===== src/rtl/ele_run_ctrl.sv =====
// ele_run_ctrl: elevator car motion and door sequencer for a 4-storey shaft.
// Moves a one-hot car position on a slow tick; stops, opens and times the door.
`default_nettype none

module ele_run_ctrl #(
  parameter int TRAVEL_TICKS = 4,
  parameter int DOOR_TICKS   = 6,
  parameter int CLOSE_TICKS  = 2
) (
  input  logic       clk,
  input  logic       rst,
  input  logic       tick,
  input  logic [1:0] ud_mode,
  input  logic [3:0] eff_req,
  input  logic       door_btn,
  output logic [3:0] position,
  output logic       door_open,
  output logic       moving,
  output logic [1:0] run_dir,
  output logic       arrive
);

  localparam int MAX_A = (TRAVEL_TICKS > DOOR_TICKS) ? TRAVEL_TICKS : DOOR_TICKS;
  localparam int MAX_P = (MAX_A > CLOSE_TICKS) ? MAX_A : CLOSE_TICKS;
  localparam int CW    = $clog2(MAX_P) + 1;

  localparam logic [CW-1:0] ONE      = CW'(1);
  localparam logic [CW-1:0] TRAVEL_C = CW'(TRAVEL_TICKS);
  localparam logic [CW-1:0] DOOR_C   = CW'(DOOR_TICKS);
  localparam logic [CW-1:0] CLOSE_C  = CW'(CLOSE_TICKS);

  localparam logic [1:0] DIR_NONE = 2'b00;
  localparam logic [1:0] DIR_UP   = 2'b01;
  localparam logic [1:0] DIR_DN   = 2'b10;

  typedef enum logic [1:0] {
    IDLE    = 2'd0,
    MOVE    = 2'd1,
    OPEN    = 2'd2,
    CLOSING = 2'd3
  } state_t;

  state_t        state, state_n;
  logic [CW-1:0] cnt, cnt_n;
  logic [3:0]    pos_n;
  logic          door_n, mov_n, arr_n;
  logic [1:0]    dir_n;
  logic [3:0]    newpos;
  logic          at_end;

  // Candidate floor after one travel step in the latched trip direction.
  always_comb begin
    newpos = (run_dir == DIR_UP) ? {position[2:0], 1'b0} : {1'b0, position[3:1]};
    at_end = (run_dir == DIR_UP) ? newpos[3] : newpos[0];
  end

  always_comb begin
    state_n = state;
    cnt_n   = cnt;
    pos_n   = position;
    door_n  = door_open;
    mov_n   = moving;
    dir_n   = run_dir;
    arr_n   = 1'b0;
    case (state)
      IDLE: begin
        if (door_btn) begin
          state_n = OPEN;
          cnt_n   = DOOR_C;
          door_n  = 1'b1;
        end else if ((eff_req & position) != 4'b0000) begin
          state_n = OPEN;
          cnt_n   = DOOR_C;
          door_n  = 1'b1;
          arr_n   = 1'b1;
        end else if (ud_mode == DIR_UP && position != 4'b1000) begin
          state_n = MOVE;
          cnt_n   = TRAVEL_C;
          mov_n   = 1'b1;
          dir_n   = DIR_UP;
        end else if (ud_mode == DIR_DN && position != 4'b0001) begin
          state_n = MOVE;
          cnt_n   = TRAVEL_C;
          mov_n   = 1'b1;
          dir_n   = DIR_DN;
        end
      end
      MOVE: begin
        if (tick) begin
          if (cnt == ONE) begin
            pos_n = newpos;
            // End floors always stop the car, even without a request there.
            if (((eff_req & newpos) != 4'b0000) || at_end) begin
              state_n = OPEN;
              cnt_n   = DOOR_C;
              door_n  = 1'b1;
              mov_n   = 1'b0;
              dir_n   = DIR_NONE;
              arr_n   = 1'b1;
            end else begin
              cnt_n = TRAVEL_C;
            end
          end else begin
            cnt_n = cnt - ONE;
          end
        end
      end
      OPEN: begin
        if (door_btn) begin
          cnt_n = DOOR_C;
        end else if (tick) begin
          if (cnt == ONE) begin
            state_n = CLOSING;
            cnt_n   = CLOSE_C;
          end else begin
            cnt_n = cnt - ONE;
          end
        end
      end
      CLOSING: begin
        if (door_btn) begin
          state_n = OPEN;
          cnt_n   = DOOR_C;
        end else if (tick) begin
          if (cnt == ONE) begin
            state_n = IDLE;
            cnt_n   = '0;
            door_n  = 1'b0;
          end else begin
            cnt_n = cnt - ONE;
          end
        end
      end
      default: begin
        state_n = IDLE;
        cnt_n   = '0;
      end
    endcase
  end

  always_ff @(posedge clk) begin
    if (rst) begin
      state     <= IDLE;
      cnt       <= '0;
      position  <= 4'b0001;
      door_open <= 1'b0;
      moving    <= 1'b0;
      run_dir   <= DIR_NONE;
      arrive    <= 1'b0;
    end else begin
      state     <= state_n;
      cnt       <= cnt_n;
      position  <= pos_n;
      door_open <= door_n;
      moving    <= mov_n;
      run_dir   <= dir_n;
      arrive    <= arr_n;
    end
  end

endmodule

`default_nettype wire

===== config.mk =====
export PLATFORM = sky130hd
export DESIGN_NAME = ele_run_ctrl
export DESIGN_NICKNAME = d
export VERILOG_FILES = /design/src/rtl/ele_run_ctrl.sv
export SDC_FILE = /design/constraint.sdc
export NUM_CORES = 1
export LEC_CHECK = 0
export CAP_MARGIN = 20
export CORE_MARGIN = 5
export CORE_UTILIZATION = 56
export DETAILED_ROUTE_END_ITERATION = 16
export PLACE_DENSITY = 0.8
export SYNTH_ARGS = -nofsm -noshare
export SYNTH_HDL_FRONTEND = slang
export SYNTH_SLANG_ARGS = --single-unit

===== constraint.sdc =====
create_clock -name clk -period 5.5 [get_ports clk]
set_input_delay 1.375 -clock clk [delete_from_list [all_inputs] [get_ports clk]]
set_output_delay 1.375 -clock clk [all_outputs]
set_load 0.05 [all_outputs]

==> After elaboration in Yosys (flattened, before gate mapping) <==
Cells that the tools add are included.
Widths: inputs -> output; s select.
{ "word_totals": {"reg_bits": 15, "inputBits": 10, "output_inout_bits": 9, "word_cells": 110} }
{ "classes": {"n_addsub": 1, "eq_ne": 26, "mux": 61, "bitwise_logic": 2, "reduce_logical": 13} }
{ "ops": {"columns": ["cell", "count"], "rows": [
  ["$mux 4", 13],
  ["$mux 2", 21],
  ["$ne 2x2->1 const B", 11],
  ["$mux 1", 21],
  ["$pmux 4 s4", 1],
  ["$ne 3x3->1 const B", 5],
  ["$reduce_and 9->1", 1],
  ["$and 4x4->4", 2],
  ["$pmux 2 s4", 1],
  ["$reduce_and 8->1", 1],
  ["$reduce_bool 4->1", 2],
  ["$reduce_and 7->1", 1],
  ["$eq 2x1->1 const B", 3],
  ["$eq 2x2->1 const B", 3],
  ["$ne 5x5->1 const B", 1],
  ["$eq 4x1->1 const B", 1],
  ["$ne 4x1->1 const B", 1],
  ["$ne 4x4->1 const B", 1],
  ["$pmux 1 s2", 2],
  ["$pmux 2 s2", 1],
  ["$reduce_and 4->1", 1],
  ["$sub 4x1->4 const B", 1],
  ["$pmux 1 s3", 1],
  ["$reduce_and 3->1", 1],
  ["5 further kinds", 6]
]} }

==> Logic depth before layout (Yosys ltp) <==
{ "depth": {"ltp_word": 9, "depth_mapped": 8, "mapped_depth_nobuf": 7} }

==> Worst setup path after synthesis <==
Ideal clock, no wire load.
{ "synth_path": {"path_type": "input to register", "startpoint": "in eff_req[2]", "endpoint": "reg run_dir[1]", "setup_time_ns": 0.128, "arrival_time_ns": 2.280, "t_required_ns": 5.372, "path_slack_ns": 3.092, "path_stages": 5, "n_path_buf": 0, "path_cell_list": "a22oi_1 nand3_1 nand3b_1 a22oi_1 o21ai_0"} }
{ "synth_via": {"elab_chain_cells": 5, "word_cells_on_any_way": 8, "classes_between": "eq/ne (2); bitwise (2); reduce/logical (4)"} }
{ "synth_lines": {"columns": ["element", "line_no", "rtl"], "rows": [
  ["start: declaration", "14", "input logic [3:0] eff_req,"],
  ["$and 4x4->4", "93", "if (((eff_req & newpos) != 4'b0000) || at_end) begin"],
  ["$reduce_bool 4->1", "93", null],
  ["$logic_or 1x1->1", "93", null],
  ["$ne 2x2->1 (no source line)", null, null],
  ["$reduce_and 7->1 (no source line) *", null, null],
  ["end signal: assignment", "156", "run_dir <= dir_n;"],
  ["end: declaration", "19", "output logic [1:0] run_dir,"]
]} }
Mark *: on every way between the ends. The rest lies on a longest branch, timed or not.
A chain may end at the register's enable or synchronous reset.

==> Final worst setup path <==
{ "layout_path": {"startpoint": "reg position[3]", "endpoint": "out position[3]"} }
{ "layout_lines": {"columns": ["element", "line_no", "rtl"], "rows": [
  ["start: declaration", "16", "output logic [3:0] position,"],
  ["start signal: assignment", "153", "position <= pos_n;"]
]} }
No word-level cell between the ends.

==> run metrics <==
wire per inst ~15 um; worst setup path end position[3]; nets@finish 176; Total Power 0.5119 mW; Vias/cell about 6.0; DIE WIDTH around 55 um; Max Slew Vio Count 0; port bufs 18; DRT iter0 DRCs 50; uppermost layer routed met4; Register-to-Register Setup Slack ~3600 ps; CP required roughly 4000 ps; nature of the critical path startpoint flip-flop; CTS resizes 0; Util after Layout 0.6927; metal3 WL between 150 and 200 um; Post-CTS Setup Inserts 0; status completed; Synth top area share 0.2649; RR Startpoint state[0]; CTS tree done; crit-path max cell delay roughly 860 ps; # diodes 0; HPWL after DPL 2.078 mm; #FFs+latches synth 15; RSZ-0062 raised after global routing false; die area 3024 um2; commonest non-fill, non-tap cells in the layout nand2_1 (18), clkdlybuf4s50_1 (18), dfxtp_1 (15), inv_1 (10), nor2_1 (10); Levels on crit path 1; slowest stage cell, crit path clkdlybuf4s50_1; DRC errors left 0; Mapped Area between 1000 and 1500 um2; Max-Cap Viols 0; Placer Congestion ~0.84; first-pass GRT wire length around 4.8 mm; Setup-failing EPs final 0; Worst setup EP type primary output; Top Ports 19; R2R Path End cnt[0]; Tot GR Track Use 0.2179; register area share after synthesis 0.2649; Setup crit start position[3]; H-tree depth 1; initial antenna violation count 0; synthesis warning total 0; net count after synthesis approximately 160; final period utilization 0.5484; Max-slew headroom 0.6663; layout cells sized above 1 0.08176; DRT Pass-1 Iters 4; floorplan row count 16; core area between 1500 and 2000 um2; library cells used by synthesis 52; Die Y ~55 um; met1 WL between 1 and 1.5 mm; area grow syn2layout 18.65%; wire length on met2 ~1.3 mm; CP bufs+invs 1; GRT overflow 0; post-synth top area cell dfxtp_1; vias between 1,000 and 1,500; worst r2r path cells 7; Crit Path Category reg -> out; Post-synth ARST share 0; clock slew at reported path FFs 100 ps; dominant synthesized flop cell dfxtp_1; Arrival @ worst endpoint roughly 1600 ps; Initial Util 0.5838; syn avg cell area between 7 and 8 um2; P_leak ~0.5 nW; Peak Freq 331.5 MHz; Total Negative Setup Slacks 0 ps; Hold Path Class reg -> reg; Worst path top cell family by delay buffers and inverters; synth top area cells dfxtp_1 (26%), ha_1 (6.6%), nand2_1 (6.0%); clk_skew around 7.6 ps; Clk Latency, worst-skew pair approximately 300 ps; largest net degree at the start of global routing 15; Final Critical Period just over 3000 ps; WL final 2.720 mm; post-synthesis cell count between 100 and 150; number of flops mapped to enable cells by yosys 0; CP cell instances clkdlybuf4s50_1; final antenna-violating net count 0; Hold Vio Cnt, Final 0; critical path fanouts, max 8; Layout fillers roughly 170; vias in the first global route 1,067; Clock Tree Root clkbuf_4; total CTS buffers 3; CTS sink cnt 15; Power Density between 300 and 400 nW/um2; CTS max path bufs 2; CTS hold repair buffers 0; worst vdd ir between 400 and 500 uV; Worst-Margin Slew approximately 500 ps
## synthesized netlist by cell type, types with 2 or more instances
cell type and number:
nand2b_1 4, a22oi_1 5, a22o_1 2, a21oi_1 6, ha_1 6, nand3_1 3, mux2i_1 2, dfxtp_1 15
a31oi_1 2, o21bai_1 2, o211ai_1 4, nand2_1 18, xor2_1 2, a311oi_1 3, nor2_1 10, inv_1 10
o21ai_0 7, nor3_1 4, o32ai_1 2, buf_2 3
## sequential cells by signal, indices dropped and copies added, names as in the netlist
| register | cells |
|---|---|
| state | 2 |
| run_dir | 2 |
| arrive | 1 |
| position | 4 |
| cnt | 4 |
| moving | 1 |
| door_open | 1 |
## cell type report
| type | instances | area (um2) | share of cell area |
|---|---|---|---|
| Clock buffer | 3 | 22.52 | 0.01674 |
| Clock inverter | 1 | 5.005 | 0.003721 |
| Inverter | 11 | 41.29 | 0.03070 |
| Multi-Input combinational cell | 111 | 762.0 | 0.5665 |
| Sequential cell | 15 | 300.3 | 0.2233 |
| Tap cell | 27 | 33.78 | 0.02512 |
| Timing Repair Buffer | 18 | 180.2 | 0.1340 |
## power breakdown
part / total [mW] / internal, mW / leakage [nW] / switching [mW]
sequential: 0.149 / 0.130 / 0.123 / 0.0191
combinational: 0.296 / 0.124 / 0.358 / 0.172
clock: 0.0672 / 0.0271 / 0.0177 / 0.0400
## through the flow
| stage | setup WS [ps] | cell area (um2) | hold slack, ps | std cells |
|---|---|---|---|---|
| 6_report | 2484 | 1345 | 466.4 | 186 |
| 5_1_grt | 2414 | 1345 | 501.1 | 186 |
| 4_1_cts | 2479 | 1345 | 463.0 | 186 |
| 3_5_place_dp | 2389 | 1318 | 446.7 | 182 |
| 3_3_place_gp | 2445 | 1318 | 441.7 | 182 |
| 2_1_floorplan | 3092 | 1134 | 467.7 | 142 |
## cells by family after synthesis
kind of cell,after synthesis,share of synthesized area
DFF,15,0.2649
muxes,2,0.01766
AOI/OAI and AO/OA,44,0.2826
and+or+nand+nor,57,0.2903
buffers and inverters,16,0.06291
xor gates and xnor gates,2,0.01546
adders and majority gates,6,0.06622
## per-layer routing
layer | vias to the layer above | track usage
met4 | 0 | 0.09312
li1 | 552 | -
met1 | 508 | 0.2880
met5 | - | 0
met2 | 46 | 0.3425
met3 | 10 | 0.04290
## worst min-delay path by stage
stage                     startpoint       end  slack, ps  cells past startpoint
after CTS                     moving    moving        460                      2
after detailed placement      moving    moving        450                      2
after global routing          moving    moving        500                      2
final                         moving    moving        470                      2
after floorplan             state[1]  state[1]        470                      2
after global placement        moving    moving        440                      2
Power figures use the tool's default switching activity.
